--- src/rtl/flag_context_stack.sv ---
// flag_context_stack
//
// Saves and restores processor status-flag contexts around exceptions. It
// also evaluates ARM-style condition codes against the live flags.
//
// The live flags {N,Z,C,V,M} are pushed on exception entry and popped on
// exception return. A push and a pop in the same cycle swap the top entry
// with the live flags. A push onto a full stack is dropped, and a pop from
// an empty stack is ignored. Either of these sets a sticky error flag that
// only reset clears.
//
// Ports
//   clock, reset          : sole clock; synchronous active-high reset
//   negative_flag .. mode_flag : live status flags N, Z, C, V, M
//   push, pop             : save / restore a flag context
//   cond_valid, cond_code : request a condition evaluation this cycle
//   cond_ready, cond_true : registered condition result, valid one cycle later
//   restore_valid         : single-cycle pulse, restore_flags holds the popped context
//   restore_flags         : popped context {N,Z,C,V,M}
//   depth                 : number of occupied entries, 0..DEPTH
//   stack_empty/full      : depth == 0 / depth == DEPTH
//   error                 : sticky overflow/underflow indicator
module flag_context_stack #(
    parameter int DEPTH = 4
) (
    input  logic       clock,
    input  logic       reset,
    input  logic       negative_flag,
    input  logic       zero_flag,
    input  logic       carry_flag,
    input  logic       overflow_flag,
    input  logic       mode_flag,
    input  logic       push,
    input  logic       pop,
    input  logic       cond_valid,
    input  logic [3:0] cond_code,
    output logic       cond_ready,
    output logic       cond_true,
    output logic       restore_valid,
    output logic [4:0] restore_flags,
    output logic [3:0] depth,
    output logic       stack_empty,
    output logic       stack_full,
    output logic       error
);

    localparam int         AW         = $clog2(DEPTH);
    localparam logic [3:0] FULL_LEVEL = 4'(DEPTH);

    // The declaration initialisers give the same state at power-up that
    // reset produces.
    logic [3:0] depth_q         = 4'd0;
    logic [4:0] restore_flags_q = 5'd0;
    logic       restore_valid_q = 1'b0;
    logic       error_q         = 1'b0;
    logic       cond_ready_q    = 1'b0;
    logic       cond_true_q     = 1'b0;
    logic [4:0] stack_q [DEPTH] = '{default: 5'd0};

    logic [3:0] depth_d;
    logic [4:0] restore_flags_d;
    logic       restore_valid_d;
    logic       error_d;
    logic       cond_ready_d;
    logic       cond_true_d;
    logic [4:0] stack_d [DEPTH];

    logic [4:0]    live_flags;
    logic [AW-1:0] wr_idx;
    logic [AW-1:0] rd_idx;
    logic          is_empty;
    logic          is_full;
    logic          cond_result;

    assign live_flags = {negative_flag, zero_flag, carry_flag, overflow_flag, mode_flag};

    // wr_idx is the first free slot and rd_idx is the top entry. Both can
    // wrap at the empty/full boundary, but neither is used in those cases.
    assign wr_idx   = depth_q[AW-1:0];
    assign rd_idx   = wr_idx - AW'(1);
    assign is_empty = (depth_q == 4'd0);
    assign is_full  = (depth_q == FULL_LEVEL);

    // Condition-code decode against the live flags present this cycle.
    always_comb begin
        cond_result = 1'b0;
        unique case (cond_code)
            4'd0:  cond_result = zero_flag;
            4'd1:  cond_result = !zero_flag;
            4'd2:  cond_result = carry_flag;
            4'd3:  cond_result = !carry_flag;
            4'd4:  cond_result = negative_flag;
            4'd5:  cond_result = !negative_flag;
            4'd6:  cond_result = overflow_flag;
            4'd7:  cond_result = !overflow_flag;
            4'd8:  cond_result = carry_flag && !zero_flag;
            4'd9:  cond_result = !carry_flag || zero_flag;
            4'd10: cond_result = (negative_flag == overflow_flag);
            4'd11: cond_result = (negative_flag != overflow_flag);
            4'd12: cond_result = !zero_flag && (negative_flag == overflow_flag);
            4'd13: cond_result = zero_flag || (negative_flag != overflow_flag);
            4'd14: cond_result = 1'b1;
            4'd15: cond_result = 1'b0;
            default: cond_result = 1'b0;
        endcase
    end

    // Next-state logic for the stack and the condition result.
    // Condition evaluation is independent of push/pop. cond_true only
    // changes when an evaluation is requested.
    always_comb begin
        depth_d         = depth_q;
        stack_d         = stack_q;
        restore_flags_d = restore_flags_q;
        restore_valid_d = 1'b0;
        error_d         = error_q;
        cond_ready_d    = cond_valid;
        cond_true_d     = cond_valid ? cond_result : cond_true_q;

        unique case ({push, pop})
            2'b10: begin
                if (is_full) begin
                    error_d = 1'b1;
                end else begin
                    stack_d[wr_idx] = live_flags;
                    depth_d         = depth_q + 4'd1;
                end
            end
            2'b01: begin
                if (is_empty) begin
                    error_d = 1'b1;
                end else begin
                    restore_flags_d = stack_q[rd_idx];
                    restore_valid_d = 1'b1;
                    depth_d         = depth_q - 4'd1;
                end
            end
            2'b11: begin
                // Swap the top entry with the live flags. On an empty stack
                // there is nothing to restore, so the pop is an underflow
                // and only the push happens.
                if (is_empty) begin
                    stack_d[wr_idx] = live_flags;
                    depth_d         = 4'd1;
                    error_d         = 1'b1;
                end else begin
                    restore_flags_d = stack_q[rd_idx];
                    restore_valid_d = 1'b1;
                    stack_d[rd_idx] = live_flags;
                end
            end
            default: begin
            end
        endcase
    end

    // State register. Reset discards all saved contexts by clearing depth.
    // The stack storage itself is left alone because entries above depth
    // are never observed.
    always_ff @(posedge clock) begin
        if (reset) begin
            depth_q         <= 4'd0;
            restore_flags_q <= 5'd0;
            restore_valid_q <= 1'b0;
            error_q         <= 1'b0;
            cond_ready_q    <= 1'b0;
            cond_true_q     <= 1'b0;
        end else begin
            depth_q         <= depth_d;
            restore_flags_q <= restore_flags_d;
            restore_valid_q <= restore_valid_d;
            error_q         <= error_d;
            cond_ready_q    <= cond_ready_d;
            cond_true_q     <= cond_true_d;
            stack_q         <= stack_d;
        end
    end

    assign cond_ready    = cond_ready_q;
    assign cond_true     = cond_true_q;
    assign restore_valid = restore_valid_q;
    assign restore_flags = restore_flags_q;
    assign depth         = depth_q;
    assign stack_empty   = is_empty;
    assign stack_full    = is_full;
    assign error         = error_q;

endmodule

--- config.mk ---
export PLATFORM = sky130hd
export DESIGN_NAME = flag_context_stack
export DESIGN_NICKNAME = d
export VERILOG_FILES = /design/src/rtl/flag_context_stack.sv
export SDC_FILE = /design/constraint.sdc
export NUM_CORES = 1
export LEC_CHECK = 0
export ABC_AREA = 1
export ABC_CLOCK_PERIOD_IN_PS = 2200
export CORE_ASPECT_RATIO = 1.5
export CORE_MARGIN = 4
export CORE_UTILIZATION = 32
export CTS_CLUSTER_SIZE = 12
export DETAILED_ROUTE_END_ITERATION = 12
export GPL_ROUTABILITY_DRIVEN = 0
export GPL_TIMING_DRIVEN = 0
export MAX_ROUTING_LAYER = met4
export PLACE_DENSITY_LB_ADDON = 0.25
export RECOVER_POWER = 50
export SKIP_CTS_REPAIR_TIMING = 1
export SYNTH_ARGS = -nofsm -noshare
export SYNTH_HDL_FRONTEND = slang
export SYNTH_SLANG_ARGS = --single-unit
--- constraint.sdc ---
create_clock -name clock -period 2.2 [get_ports clock]
set_clock_uncertainty 0.2 [all_clocks]
set_input_delay 0.55 -clock clock [delete_from_list [all_inputs] [get_ports clock]]
set_output_delay 0.55 -clock clock [all_outputs]
set_load 0.02 [all_outputs]
==> flow_summary.json <==
{
  "outcome": "completed",
  "synth_area_um2": 2200,
  "ys.warnings.count": 0,
  "power_density_nw_per_um2": 805,
  "start_util_pct": 33.5,
  "cp_data_arrival_time_ns": 1.39,
  "grt_use_met1_pct": 18.5,
  "design_power_total_mw": 2.22,
  "yosys.area.top_type_share_pct": 27.3,
  "end_kind": "output port",
  "fin_nets": 359,
  "fin_crit_sh_pct": 97.1,
  "async_flop_share_pct": 0,
  "netlist_instances": 301,
  "yosysMostFrequentCell": "nand2_1",
  "synth_ff_type": "edfxtp_1",
  "routedWlPerCell_um": 14.7,
  "period_minus_slack_ns": 2.14,
  "syn_to_final_growth_pct": 25.2,
  "die-area_um2": 8300,
  "hold_path.class": "flop to flop",
  "synth_area_leaders": "edfxtp_1 27%, nand2_1 14%, dfxtp_1 12%, inv_1 8.5%, o21ai_0 7.7%",
  "gr-usage-met3_pct": 2.38,
  "grt_pass1_wl_um": 9930,
  "tritoncts": "built",
  "drt_pass1_iterations": 4,
  "num_vias": 2132,
  "worst_hold_slack_ns": 0.267,
  "grt_pass1_vias": 2120,
  "routed_via_density": 5.14,
  "route.detailed.drc": 0,
  "synth_area_leader_cell": "edfxtp_1",
  "leakage_nw": 1.28,
  "crit_type": "flop to output port",
  "p_clk_share_pct": 21.3,
  "fmax_mhz": 468,
  "yosys-top-cells-count": "81 x nand2_1, 50 x inv_1, 34 x o21ai_0",
  "ys_types": 32,
  "diodes": 0,
  "path_delay_family": "buffers and inverters",
  "clockBufferDepth": 2,
  "drt_iter0_markers": 142,
  "slowest_stage": "dfxtp_4",
  "dp_hpwl_um": 4600,
  "drive_above_1_share_pct": 13.3,
  "vdd_drop_max_v": 0.000478,
  "worst_pin_slew_ns": 0.607,
  "top_usage_layer": "met2",
  "syn_nets": 322,
  "path_buf_inv": 4,
  "crit_fanout": 10,
  "die_y_um": 110,
  "setup_viol": 0,
  "io_buffers": 27,
  "slew_viol_final": 0,
  "ys_seq_area_share_pct": 39.1,
  "ys_seq_elements": 33,
  "pwr-share-seq_pct": 36.7,
  "antenna_found_initial": 0,
  "clk_latency_ns": 0.28,
  "relSlewSlack_pct": 59.6,
  "p_int_mw": 1.37,
  "clk_pin_slew_ns": 0.06,
  "row_count": 36,
  "swShare_pct": 38.2,
  "hold_violations": 0,
  "cts.sinks": 33,
  "h-tree-depth": 2,
  "crit_required_ns": 1.45,
  "cp_slowest_stage_delay_ns": 0.36,
  "ios": 29,
  "cts_buffers": 5,
  "rsz0062_at_grt": "false",
  "worstPathCellList": "buf_6, inv_4, ha_4, inv_4, nor2_8, buf_6",
  "core_area_um2": 6580,
  "root_buffer": "clkbuf_8",
  "synth_edf_count": 20,
  "combPwrFrac_pct": 41.9,
  "synth_area_per_cell_um2": 7.32,
  "p_sw_uw": 849,
  "detail-route-antenna-nets": 0,
  "grt_overflow": 0,
  "start_kind": "flop",
  "grt_max_degree": 11,
  "drt_wl_total_um": 6100,
  "grtUsageMet2_pct": 27.9,
  "maxCapViolCount": 0,
  "grt.total_usage_pct": 16.3,
  "die_w_um": 75.7
}
kinds of logic after synthesis:
group,Yosys count,share of synthesized area [%]
XOR/XNOR,1,0.398
buffers and inverters,66,12.2
AND/OR/NAND/NOR,115,23.1
AO/OA/AOI/OAI,79,20.9
adder cells (fa/ha/maj),7,4.32
flip-flops,33,39.1
area by class of cell:
class	count	area, µm²
Inverter	55	215
Timing Repair Buffer	30	287
Sequential cell	33	866
Fill cell	709	3820
Buffer	11	67.6
Tap cell	76	95.1
Multi-Input combinational cell	202	1140
Clock buffer	8	90.1
through the flow:
step                cell area (µm²)  TNS, ns  std cells  worst slack, ns  utilization [%]
floorplan                      2250        0        301           0.0292                -
global placement               2620   -10.14        404           -0.654             39.8
detailed placement             2620   -10.06        404           -0.676             39.8
CTS                            2710    -7.13        412           -0.741             41.2
global route                   2760        0        415           0.0110             41.9
finish                         2760        0        415           0.0631             41.9
worst register-to-register path, delay by kind of cell, from the launching register on:
kind / cells / cell delay, ns
buffers and inverters: 3 / 0.68
flip-flops: 1 / 0.36
AO/OA/AOI/OAI: 3 / 0.43
adder cells (fa/ha/maj): 1 / 0.25
power groups by stage:
stage,Clock (mW),Combinational [mW],Sequential [mW]
floorplan,0,0.554,0.876
global placement,0,0.892,0.833
detailed placement,0,0.899,0.835
CTS,0.486,0.905,0.823
global route,0.503,1.03,0.827
finish,0.474,0.931,0.816
layout by cell type, fill, tap and decap left out, drive strengths merged:
| cell type | count |
|---|---|
| nand2 | 82 |
| inv | 54 |
| o21ai | 40 |
| edfxtp | 20 |
| a21oi | 17 |
| nor2 | 17 |
| clkbuf | 15 |
| clkdlybuf4s50 | 13 |
| dfxtp | 13 |
| nand3 | 11 |
| dlygate4sd3 | 10 |
| buf | 10 |
| o211ai | 9 |
| a31oi | 6 |
| ha | 6 |
| nor3 | 5 |
| o221ai | 2 |
| o22ai | 2 |
| clkinvlp | 1 |
| a221oi | 1 |
| xor2 | 1 |
| o21a | 1 |
| o31ai | 1 |
| fa | 1 |
| dlymetal6s2s | 1 |
sequential cells by signal, indices dropped and copies added, names as in the netlist:
register / count
stack_q: 20
restore_flags: 5
depth: 4
cond_ready: 1
cond_true: 1
error: 1
restore_valid: 1
worst paths after layout:
| path | from | endpoint | slack, ns | cells after the start |
|---|---|---|---|---|
| worst max-delay path | depth[0] | stack_empty | 0.06 | 6 |
| worst min-delay path | cond_true | cond_true | 0.27 | 2 |
| worst max register to register | depth[0] | restore_flags[4] | 0.14 | 7 |
| worst min register to register | cond_true | cond_true | 0.27 | 2 |
metal layers:
metal  vias up  part of all wire [%]
met5         -                     0
met4         0                   3.3
met3        16                   3.7
met2        49                    53
met1      1000                    40
li1       1067                     -
Power figures use the tool's default switching activity.
